### src/rtl/hex_readback_if.sv
// Handshake, abort and segment-pattern bundle for hex_readback.
//   i_io_hex0..7 : active-low segment patterns (bit0=a .. bit6=g)
//   i_req_valid / o_req_ready : readback request handshake
//   i_abort : drops an in-flight scan
//   o_busy : scan in progress
//   o_rsp_valid / i_rsp_ready : response handshake
//   o_rsp_data / o_rsp_err / o_rsp_blank : decoded word and per-digit flags
interface hex_readback_if;
    logic [6:0]  i_io_hex0, i_io_hex1, i_io_hex2, i_io_hex3;
    logic [6:0]  i_io_hex4, i_io_hex5, i_io_hex6, i_io_hex7;
    logic        i_req_valid;
    logic        o_req_ready;
    logic        i_abort;
    logic        o_busy;
    logic        o_rsp_valid;
    logic        i_rsp_ready;
    logic [31:0] o_rsp_data;
    logic [7:0]  o_rsp_err;
    logic [7:0]  o_rsp_blank;

    modport master (
        output i_io_hex0, i_io_hex1, i_io_hex2, i_io_hex3,
               i_io_hex4, i_io_hex5, i_io_hex6, i_io_hex7,
               i_req_valid, i_abort, i_rsp_ready,
        input  o_req_ready, o_busy, o_rsp_valid, o_rsp_data, o_rsp_err, o_rsp_blank
    );

    modport slave (
        input  i_io_hex0, i_io_hex1, i_io_hex2, i_io_hex3,
               i_io_hex4, i_io_hex5, i_io_hex6, i_io_hex7,
               i_req_valid, i_abort, i_rsp_ready,
        output o_req_ready, o_busy, o_rsp_valid, o_rsp_data, o_rsp_err, o_rsp_blank
    );
endinterface

### src/rtl/hex_readback.sv
// hex_readback: reconstructs the hex word shown on eight seven-segment
// displays. A request snapshots all eight patterns, then one digit is decoded
// per slot of CYCLES_PER_DIGIT cycles; the word plus blank/error flags is
// returned through a valid/ready response.
// Ports:
//   i_clk   : clock, rising edge
//   i_reset : asynchronous active-low reset
//   bus     : hex_readback_if.slave (patterns, request, abort, response)
module hex_readback #(
    parameter int CYCLES_PER_DIGIT = 1
) (
    input  logic           i_clk,
    input  logic           i_reset,
    hex_readback_if.slave  bus
);
    localparam int CW = (CYCLES_PER_DIGIT > 1) ? $clog2(CYCLES_PER_DIGIT) : 1;

    typedef enum logic [1:0] {IDLE, SCAN, DONE} state_t;

    state_t            state, state_n;
    logic [CW-1:0]     cnt;
    logic [2:0]        idx;
    logic [7:0][6:0]   snap;
    logic [31:0]       acc_data, acc_data_n;
    logic [7:0]        acc_err, acc_err_n;
    logic [7:0]        acc_blank, acc_blank_n;
    logic [31:0]       rsp_data;
    logic [7:0]        rsp_err, rsp_blank;
    logic              last_slot, last_digit;
    logic [5:0]        dec;  // {err, blank, nibble}

    // Exact 7-bit match against the glyph set; anything else is an error.
    function automatic logic [5:0] decode(input logic [6:0] p);
        case (p)
            7'h40: decode = 6'h00;
            7'h79: decode = 6'h01;
            7'h24: decode = 6'h02;
            7'h30: decode = 6'h03;
            7'h19: decode = 6'h04;
            7'h12: decode = 6'h05;
            7'h02: decode = 6'h06;
            7'h78: decode = 6'h07;
            7'h00: decode = 6'h08;
            7'h10: decode = 6'h09;
            7'h08: decode = 6'h0A;
            7'h03: decode = 6'h0B;
            7'h46: decode = 6'h0C;
            7'h21: decode = 6'h0D;
            7'h06: decode = 6'h0E;
            7'h0E: decode = 6'h0F;
            7'h7F: decode = 6'b01_0000;
            default: decode = 6'b10_0000;
        endcase
    endfunction

    assign last_slot  = (cnt == CW'(CYCLES_PER_DIGIT - 1));
    assign last_digit = (idx == 3'd7);
    assign dec        = decode(snap[idx]);

    // Accumulators with the current digit merged in; used both for the
    // running state and, on the final digit, for the response registers.
    always_comb begin
        acc_data_n               = acc_data;
        acc_err_n                = acc_err;
        acc_blank_n              = acc_blank;
        acc_data_n[{idx, 2'b00} +: 4] = dec[3:0];
        acc_blank_n[idx]         = dec[4];
        acc_err_n[idx]           = dec[5];
    end

    always_ff @(posedge i_clk or negedge i_reset) begin
        if (!i_reset) state <= IDLE;
        else          state <= state_n;
    end

    always_comb begin
        state_n = state;
        case (state)
            IDLE: if (bus.i_req_valid) state_n = SCAN;
            SCAN: begin
                if (bus.i_abort)                    state_n = IDLE;
                else if (last_slot && last_digit)   state_n = DONE;
            end
            DONE: if (bus.i_rsp_ready) state_n = IDLE;
            default: state_n = IDLE;
        endcase
    end

    always_ff @(posedge i_clk or negedge i_reset) begin
        if (!i_reset) begin
            cnt       <= '0;
            idx       <= '0;
            snap      <= '0;
            acc_data  <= '0;
            acc_err   <= '0;
            acc_blank <= '0;
            rsp_data  <= '0;
            rsp_err   <= '0;
            rsp_blank <= '0;
        end else begin
            case (state)
                IDLE: if (bus.i_req_valid) begin
                    snap      <= {bus.i_io_hex7, bus.i_io_hex6, bus.i_io_hex5, bus.i_io_hex4,
                                  bus.i_io_hex3, bus.i_io_hex2, bus.i_io_hex1, bus.i_io_hex0};
                    acc_data  <= '0;
                    acc_err   <= '0;
                    acc_blank <= '0;
                    cnt       <= '0;
                    idx       <= '0;
                end
                SCAN: if (!bus.i_abort) begin
                    if (last_slot) begin
                        cnt       <= '0;
                        idx       <= idx + 3'd1;
                        acc_data  <= acc_data_n;
                        acc_err   <= acc_err_n;
                        acc_blank <= acc_blank_n;
                        if (last_digit) begin
                            rsp_data  <= acc_data_n;
                            rsp_err   <= acc_err_n;
                            rsp_blank <= acc_blank_n;
                        end
                    end else begin
                        cnt <= cnt + 1'b1;
                    end
                end
                default: ;
            endcase
        end
    end

    assign bus.o_req_ready = (state == IDLE);
    assign bus.o_busy      = (state == SCAN);
    assign bus.o_rsp_valid = (state == DONE);
    assign bus.o_rsp_data  = rsp_data;
    assign bus.o_rsp_err   = rsp_err;
    assign bus.o_rsp_blank = rsp_blank;
endmodule

### src/flat_wrapper.sv
// flat-port wrapper written by rule: the top's interface ports become plain ports
module hex_readback_flat 
#(
    parameter int CYCLES_PER_DIGIT = 1
)
  (i_clk, i_reset, bus_i_io_hex0, bus_i_io_hex1, bus_i_io_hex2, bus_i_io_hex3, bus_i_io_hex4, bus_i_io_hex5, bus_i_io_hex6, bus_i_io_hex7, bus_i_req_valid, bus_i_abort, bus_i_rsp_ready, bus_o_req_ready, bus_o_busy, bus_o_rsp_valid, bus_o_rsp_data, bus_o_rsp_err, bus_o_rsp_blank);
  hex_readback_if bus_i ();
  input  logic i_clk;
  input  logic i_reset;
  input wire logic [$bits(bus_i.i_io_hex0)-1:0] bus_i_io_hex0;
  input wire logic [$bits(bus_i.i_io_hex1)-1:0] bus_i_io_hex1;
  input wire logic [$bits(bus_i.i_io_hex2)-1:0] bus_i_io_hex2;
  input wire logic [$bits(bus_i.i_io_hex3)-1:0] bus_i_io_hex3;
  input wire logic [$bits(bus_i.i_io_hex4)-1:0] bus_i_io_hex4;
  input wire logic [$bits(bus_i.i_io_hex5)-1:0] bus_i_io_hex5;
  input wire logic [$bits(bus_i.i_io_hex6)-1:0] bus_i_io_hex6;
  input wire logic [$bits(bus_i.i_io_hex7)-1:0] bus_i_io_hex7;
  input wire logic [$bits(bus_i.i_req_valid)-1:0] bus_i_req_valid;
  input wire logic [$bits(bus_i.i_abort)-1:0] bus_i_abort;
  input wire logic [$bits(bus_i.i_rsp_ready)-1:0] bus_i_rsp_ready;
  output wire logic [$bits(bus_i.o_req_ready)-1:0] bus_o_req_ready;
  output wire logic [$bits(bus_i.o_busy)-1:0] bus_o_busy;
  output wire logic [$bits(bus_i.o_rsp_valid)-1:0] bus_o_rsp_valid;
  output wire logic [$bits(bus_i.o_rsp_data)-1:0] bus_o_rsp_data;
  output wire logic [$bits(bus_i.o_rsp_err)-1:0] bus_o_rsp_err;
  output wire logic [$bits(bus_i.o_rsp_blank)-1:0] bus_o_rsp_blank;
  assign bus_i.i_io_hex0 = bus_i_io_hex0;
  assign bus_i.i_io_hex1 = bus_i_io_hex1;
  assign bus_i.i_io_hex2 = bus_i_io_hex2;
  assign bus_i.i_io_hex3 = bus_i_io_hex3;
  assign bus_i.i_io_hex4 = bus_i_io_hex4;
  assign bus_i.i_io_hex5 = bus_i_io_hex5;
  assign bus_i.i_io_hex6 = bus_i_io_hex6;
  assign bus_i.i_io_hex7 = bus_i_io_hex7;
  assign bus_i.i_req_valid = bus_i_req_valid;
  assign bus_i.i_abort = bus_i_abort;
  assign bus_i.i_rsp_ready = bus_i_rsp_ready;
  assign bus_o_req_ready = bus_i.o_req_ready;
  assign bus_o_busy = bus_i.o_busy;
  assign bus_o_rsp_valid = bus_i.o_rsp_valid;
  assign bus_o_rsp_data = bus_i.o_rsp_data;
  assign bus_o_rsp_err = bus_i.o_rsp_err;
  assign bus_o_rsp_blank = bus_i.o_rsp_blank;
  hex_readback #(.CYCLES_PER_DIGIT(CYCLES_PER_DIGIT)) u_core (.i_clk(i_clk), .i_reset(i_reset), .bus(bus_i));
endmodule
### config.mk
export PLATFORM = sky130hd
export DESIGN_NAME = hex_readback_flat
export DESIGN_NICKNAME = d
export VERILOG_FILES = /design/src/rtl/hex_readback_if.sv /design/src/rtl/hex_readback.sv /design/src/flat_wrapper.sv
export SDC_FILE = /design/constraint.sdc
export NUM_CORES = 1
export LEC_CHECK = 0
export BUFFER_PORTS_ARGS = -buffer_cell sky130_fd_sc_hd__buf_2
export CAP_MARGIN = 40
export CELL_PAD_IN_SITES_DETAIL_PLACEMENT = 1
export CELL_PAD_IN_SITES_GLOBAL_PLACEMENT = 1
export CORE_MARGIN = 2
export CORE_UTILIZATION = 45
export DETAILED_ROUTE_END_ITERATION = 8
export PLACE_DENSITY_LB_ADDON = 0.1
export SYNTH_ARGS = -nofsm -noshare
export SYNTH_HDL_FRONTEND = slang
export SYNTH_SLANG_ARGS = --single-unit
### constraint.sdc
create_clock -name i_clk -period 8.76 [get_ports i_clk]
set_input_delay 0.876 -clock i_clk [delete_from_list [all_inputs] [get_ports i_clk]]
set_output_delay 0.876 -clock i_clk [all_outputs]
set_load 0.005 [all_outputs]
After elaboration in Yosys (flattened, before gate mapping):

Cells that the tools add are included.

* bits in registers: 158

* mux-type cells: 32
* add/sub/neg operators: 3
* $lt $le $gt $ge: 2
* equal/unequal tests: 24
* reduce and logical (&&, ||, !) cells: 10
* bitwise gates (word level): 2
* shift operators: 2

Operators by type and width (number)
* $pmux W6 S17: 1
* $mux W32: 3
* $pmux W32 S2: 1
* $mux W8: 5
* $eq A7 B7 Y1 const B: 5
* $bwmux W32: 1
* $pmux W8 S2: 2
* $shift A4 B7 Y32 const A: 1
* $shiftx A4 B7 Y32: 1
* $bmux W7 S3: 1
* $eq A7 B5 Y1 const B: 3
* $eq A7 B6 Y1 const B: 3
* $bwmux W8: 2
* $eq A7 B2 Y1 const B: 2
* $eq A7 B4 Y1 const B: 2
* $mux W3: 3
* $mux W2: 4
* $ne A2 B2 Y1 const B: 4
* $reduce_and A4 Y1: 2
* $eq A7 B3 Y1 const B: 1
* $logic_not A7 Y1: 1
* $mux W7: 1
* $neg A5 Y7: 1
* $pmux W2 S3: 1
* 18 further kinds: 24

Logic depth before layout (Yosys ltp):

Gate-level depths: netlist (run 1).

* word-level depth: 9
* gate-level depth with buffers: 13

Least setup slack after synthesis (run 1):

OpenSTA, ideal clock, no wires.

* path type: reg-to-reg
* start: reg u_core.idx[0]
* end: reg u_core.rsp_data[10] (netlist: u_core.bus.o_rsp_data[10])
* slack: 6000 ps
* arrival: 2636 ps
* stages on the path, launching flop included: 12
* period minus slack after synthesis: 2760 ps
* data required time: 8636 ps
* cells stage by stage: dfrtp_1 buf_6 buf_12 mux4_2 mux2i_4 nor3_4 a32oi_2 o32ai_2 or3_1 buf_6 a221oi_2 nor2_1

* word-level cells in the longest chain between the ends: 6
* elaborated cells on any way between the ends: 26

Ends and longest elaborated chain
* start: declaration: line hex_readback.sv:22 `logic [2:0] idx;`
* start signal: assignment: line hex_readback.sv:114 `idx <= idx + 3'd1;`
* $bmux W7 S3: line hex_readback.sv:58 `assign dec = decode(snap[idx]);`
* $mux W7 (implied by the code): line hex_readback.sv:58
* $eq A7 B7 Y1, or another cell as far along: line hex_readback.sv:34 `case (p)`
* $pmux W6 S17: line hex_readback.sv:34
* $shiftx A4 B7 Y32: line hex_readback.sv:66 `acc_data_n[{idx, 2'b00} +: 4] = dec[3:0];`
* $bwmux W32: line hex_readback.sv:66
* end signal: assignment: line hex_readback.sv:119 `rsp_data <= acc_data_n;`
* end: declaration: line hex_readback.sv:27 `logic [31:0] rsp_data;`

Several ways; a longest one is shown, not always the timed one. The select of a mux whose other input is x is not followed.
A chain may end at the register's enable or synchronous reset.

Worst setup path after layout (run 1):

* start: reg u_core.idx[0]
* end: reg u_core.rsp_data[22] (netlist: u_core.bus.o_rsp_data[22])

Same word-level chain as after synthesis.

==> flow_summary.toml, run 1 <==
[run_status]
outcome = "completed"

[clock_tree]
ctsHoldBuffers = 0
cts.reportedPaths.clkPinSlew_ns = 0.06
cts_resized = 0
cts_setup_buffers = 0
cts_inserted_buffers = 17
cts.path.max_buffers = 2
cts.sink_count = 157
cts_tree = "done"
cts_root_buffer = "clkbuf_16"
clk_latency_ns = 0.42
h-tree-depth = 4

[critical_path]
arrival_ns = 3.96
cp_cell_sequence = "buf_4 -> mux4_2 -> mux2i_4 -> nand3_1 -> a2111oi_2 -> or3_1 -> a221oi_2 -> nor2_1"
required_ns = 9.11
slowest_delay_ns = 0.59
ff2ff_setup_slack_ns = 5.15
setup.worst_path.class = "flip-flop to flip-flop"
reg2reg_to = "u_core.bus.o_rsp_data[22]"
cp-end-kind = "flip-flop"
critPathLaunchType = "flip-flop"
worstPathMaxFanout = 25
r2r_cells = 8
timing.rr.start = "u_core.idx[0]"
cp_slowest_cell = "dfrtp_1"

[drt]
antenna_left = 0
drc = 0
firstDrtPassIters = 5
wirelength_mm = 21.38
via_per_inst = 5.571
num_vias = 6251
drt_iter0_drc = 325
wl_per_cell_microns = 19.06

[timing]
fmax_mhz = 276.6
maxSlewHeadroom = 0.4416
period_share = 0.4126
slew_violations = 0
finalSetupViolCount = 0
final.setup.tns_ns = 0
rsz0062_at_grt = "no"
finalHoldViolations = 0
setup_slack_ns = 5.145
worstMarginPinSlew_ns = 0.8376
finClkSkew_ns = 0.008308
hold_ws_ns = 0.4723
period_needed_ns = 3.615

[cells_and_area]
final_common_cell = "nand2_1"
multi_input_area_sq_um = 3417
final_nets = 959
seqCellArea_sq_um = 3929
antenna_cells = 0
final_area_sq_um = 8870
drive_gt1_frac = 0.2062
utilization = 0.5368
nFillCells = 1933
syn_to_final_growth_pct = 16.75
final_cell_mix = "255 x nand2_1, 157 x dfrtp_1, 110 x buf_2, 79 x nor2_1, 51 x o21ai_0"
stdcell_count = 1122

[grt]
grt-busiest-layer = "met2"
use_met2 = 0.4348
grt_use_met1 = 0.3293
grt_pass1_wl_mm = 35.22
grt_overflow_total = 0
grtUsageMet3 = 0.03439
first_global_vias = 6780
grt_use_total = 0.2519
grt_start_max_net_pins = 90
antenna_found_initial = 0

[floorplan]
die_area_sq_um = 17940
num_rows = 47
ioPinCount = 112
die_x_microns = 133.9
initial_utilization = 0.4598
die_h_microns = 133.9
core-area_sq_um = 16520

[pwr]
leakagePower_nw = 4.433
total_power_mw = 2.562
peakVddDrop_uv = 145.0
p_per_area_nw_per_um2 = 288.8

[placement]
placed_cell_area_sq_um = 8305
gp_congestion = 0.8629
pre_cts_slack_ns = 5.123
hpwl_mm = 15.08
io_buffers = 111
placedCellCount = 1092

[worst_hold_path]
holdCritStartpoint = "u_core.bus.o_rsp_blank[3]"
hold_depth = 2
hp-class = "flip-flop to flip-flop"
whs_endpoint = "u_core.bus.o_rsp_blank[3]"

[yosys]
syn_area_sq_um = 7597
yosysSeqAreaShare = 0.5171
synth.distinct_cells = 61
ys_ff_latch = 157
async_reset_ff_frac = 1.000
syn-instance-count = 800
synthFlopType = "dfrtp_1"
syn_avg_cell_area_sq_um = 9.497
synth_warnings = 0
synth_edf_count = 0
syn_nets = 868

[job]
maxCapViolCount = 0
==> power by group <==
group	total [mW]	internal (mW)	switching [mW]	leakage [nW]
combinational	0.911	0.302	0.610	2.07
sequential	0.922	0.832	0.0901	2.09
clock	0.728	0.445	0.283	0.271
==> kinds of logic after synthesis <==
logic type,after synthesis,share of synthesized area
simple gates,393,0.2143
buf+inv,53,0.03425
fa+ha+maj,7,0.01153
compound gates,150,0.1482
mux,40,0.07460
flops,157,0.5171
==> routing by layer <==
metal  vias up  part of all wire
met2       148              0.51
li1       2948                 -
met3        24             0.037
met1      3131              0.44
met4         0             0.015
met5         -                 0
==> Yosys cell counts (6+ instances only) <==
cell type	number	area, sq um
a21oi_1	13	65.06
and3_1	7	43.79
dfrtp_1	157	3929
a221oi_1	19	166.4
buf_2	6	30.03
o31ai_1	12	90.09
nor2_1	79	296.5
mux4_2	9	202.7
mux2i_1	17	170.2
a32o_1	16	160.2
a221oi_2	6	90.09
nand2_1	257	964.7
clkbuf_1	32	120.1
o21ai_0	51	255.2
ha_1	7	87.58
nand3_1	13	65.06
==> worst max-delay path by stage <==
stage	slack, ns	startpoint	to	depth (start not counted)
floorplan	6.00	u_core.idx[0]	u_core.bus.o_rsp_data[10]	11
finish	5.15	u_core.idx[0]	u_core.bus.o_rsp_data[22]	8
global placement	5.26	u_core.idx[0]	u_core.bus.o_rsp_data[22]	8
CTS	5.10	u_core.idx[0]	u_core.bus.o_rsp_data[22]	8
detailed placement	5.12	u_core.idx[0]	u_core.bus.o_rsp_data[22]	8
global route	4.80	u_core.idx[0]	u_core.bus.o_rsp_data[6]	8
==> flip-flops by register name (all words and copies together), names as in the netlist <==
signal                  flops
u_core.acc_blank            8
u_core.acc_data            32
u_core.acc_err              8
u_core.bus.o_rsp_blank      8
u_core.bus.o_rsp_data      32
u_core.bus.o_rsp_err        8
u_core.idx                  3
u_core.snap                56
u_core.state                2
==> critical path, delay by kind of cell, from the launching register on <==
kind            cells  cell delay (ns)
simple gates        3             0.79
compound gates      2             0.71
mux                 2             1.01
buf+inv             1             0.42
flops               1             0.59
==> layout make-up <==
cell class	count	area share
Sequential cell	157	0.4429
Multi-Input combinational cell	590	0.3852
Timing Repair Buffer	121	0.07547
Clock buffer	23	0.05050
Tap cell	220	0.03103
Clock inverter	7	0.01312
Inverter	4	0.001693
Power figures use the tool's default switching activity.
==> inputs of run 2 (changes only) <==
ABC_AREA = 1   (was unset)
CORE_UTILIZATION = 38   (was 45)
clock period = 3.1 ns   (was 8.76 ns; I/O delays follow)
==> run 2 against run 1 <==
Final cell count is 24% higher. Largest cell class unchanged. Sequential cell count unchanged. Combinational power grew to 2.7 times the previous value. Via count up 6.4%. Die area is 19% higher. Largest power group unchanged. Worst hold slack worse by 0.41 ns. Highest routed layer unchanged.
==> flow_summary.toml, run 2 <==
[floorplan]
die_area_sq_um = 21370
initial_utilization = 0.3833
ioPinCount = 112
die_h_microns = 146.2
core-area_sq_um = 20040
num_rows = 52
die_x_microns = 146.2

[timing]
rsz0062_at_grt = "no"
period_share = 0.8326
worstMarginPinSlew_ns = 0.9155
finClkSkew_ns = 0.009198
fmax_mhz = 387.4
final.setup.tns_ns = 0
slew_violations = 0
finalHoldViolations = 0
maxSlewHeadroom = 0.3850
period_needed_ns = 2.581
finalSetupViolCount = 0
hold_ws_ns = 0.06361

[drt]
via_per_inst = 4.767
antenna_left = 0
met3WireLength_microns = 860
top_layer = "met4"
drt_iter0_drc = 285
wl_met1_mm = 10.59
num_vias = 6650
drc = 0
firstDrtPassIters = 5
dr_wl_met2_mm = 9.596
wirelength_mm = 21.21
wl_per_cell_microns = 15.20

[clock_tree]
cts_inserted_buffers = 17
ctsHoldBuffers = 1
cts_root_buffer = "clkbuf_16"
cts.reportedPaths.clkPinSlew_ns = 0.06
cts.path.max_buffers = 2
cts_tree = "done"
clk_latency_ns = 0.42
h-tree-depth = 4
cts.sink_count = 157
cts_setup_buffers = 0
cts_resized = 0

[grt]
grt_overflow_total = 0
first_global_vias = 7016
grt_pass1_wl_mm = 36.06
grt_use_total = 0.2104
antenna_found_initial = 0
grt_start_max_net_pins = 95

[critical_path]
setup.worst_path.class = "flip-flop to flip-flop"
slowest_delay_ns = 0.68
cp-end-kind = "flip-flop"
cp_slowest_cell = "nor3_1"
required_ns = 3.46
critPathLaunchType = "flip-flop"
cp_cell_sequence = "inv_6 -> ha_1 -> ha_1 -> inv_1 -> nor3_1 -> or2_2 -> nand3_1 -> nand2_1"
worstPathMaxFanout = 35
cpMostUsedCell = "ha_1"
arrival_ns = 2.94

[yosys]
syn-instance-count = 1002
synth_edf_count = 0
synth_area_leaders = "dfrtp_1 51%, nand2_1 19%, nand3_1 7.2%"
netlist.area_leader.share = 0.5115
ys_top_cells_by_count = "384 x nand2_1, 157 x dfrtp_1, 111 x nand3_1"
syn_nets = 1070
syn_area_sq_um = 7681
yosys.area.top_type = "dfrtp_1"
ys_ff_latch = 157
syn_avg_cell_area_sq_um = 7.666
synth.distinct_cells = 29
synth_most_common_cell = "nand2_1"
synth_warnings = 0
yosysSeqAreaShare = 0.5115
synthFlopType = "dfrtp_1"
async_reset_ff_frac = 1.000

[worst_hold_path]
hp-class = "primary input to flip-flop"

[pwr]
peakVddDrop_uv = 398.5
leakagePower_nw = 5.062
p_per_area_nw_per_um2 = 773.8

[cells_and_area]
nFillCells = 2557
final_common_cell = "nand2_1"
syn_to_final_growth_pct = 19.21
top_register = "u_core.snap"
drive_gt1_frac = 0.1964
final_cell_mix = "383 x nand2_1, 157 x dfrtp_1, 111 x nand3_1, 111 x buf_2, 92 x inv_1"
final_nets = 1180
antenna_cells = 0
largest_reg_flops = 56

[placement]
io_buffers = 111
hpwl_mm = 15.09
gp_congestion = 0.8587

[job]
maxCapViolCount = 0

[run_status]
outcome = "completed"
-- run 2: cell count changes after synthesis, moves of 13 or more --
| cell | change |
|---|---|
| a221oi_1 | -19 |
| or2_2 | +31 |
| mux2i_1 | -16 |
| nand3_1 | +98 |
| a32o_1 | -16 |
| a21oi_1 | -13 |
| o21ai_0 | +40 |
| nand2_1 | +127 |
| nor2_1 | -37 |
| inv_1 | +90 |
-- run 2: worst max-delay path, delay by kind of cell (launching register included) --
kind          cells  cell delay (ns)
flops             1             0.50
simple gates      4             1.12
fa+ha+maj         2             0.60
buf+inv           2             0.29
-- run 2: per-layer routing --
metal,global-route usage,vias to the layer above
met5,0,-
li1,-,3362
met1,0.3037,3160
met3,0.03688,13
met2,0.3340,115
met4,0.04563,0
-- run 2: path summary, 6_finish.rpt --
check / endpoint / startpoint / cells past startpoint / slack [ns]
setup / recovery: u_core.bus.o_rsp_data[8] / u_core.idx[0] / 8 / 0.52
hold / removal: u_core.state[1] / bus_i_rsp_ready / 2 / 0.06
setup reg to reg: u_core.bus.o_rsp_data[8] / u_core.idx[0] / 8 / 0.52
hold reg to reg: u_core.acc_data[21] / u_core.acc_data[21] / 2 / 0.47
max in group asynchronous: u_core.bus.o_rsp_blank[5] / i_reset / 3 / 1.83
min in group asynchronous: u_core.snap[1] / i_reset / 2 / 0.46
-- run 2: final cells by class --
class,count,area [sq um],share of cell area
flip-flops and latches,157,3929,0.4291
multi-input cells,710,3203,0.3498
repair buffers,130,744.5,0.08131
clock buffers,21,460.4,0.05029
inverters,96,365.4,0.03990
well taps,270,337.8,0.03690
clock inverters,11,116.4,0.01271
-- run 2: power breakdown --
part	switching, mW	leakage [nW]	internal [mW]
logic	1.70	2.70	0.776
clock network	0.846	0.279	1.22
registers	0.150	2.08	2.39
total	2.69	5.06	4.39
-- run 2: cell families (layout without fill, tap and decap cells) --
logic type / count (synthesis) / in the layout / share of synthesized area
mux: 1 / 1 / 0.001303
buf+inv: 135 / 258 / 0.07249
fa+ha+maj: 7 / 7 / 0.01140
flops: 157 / 157 / 0.5115
compound gates: 102 / 102 / 0.06907
simple gates: 600 / 600 / 0.3343
-- run 2: through the flow --
step                std cells  area [sq um]  setup slack [ns]  power [mW]  utilization
floorplan                1002          7681            0.9352       4.331            -
CTS                      1395          9156            0.5010       7.169       0.4569
detailed placement       1362          8569            0.5113       5.066       0.4276
global placement         1359          8522            0.5466       4.986       0.4253
global route             1395          9156            0.2076       7.637       0.4569
finish                   1395          9156            0.5189       7.085       0.4569
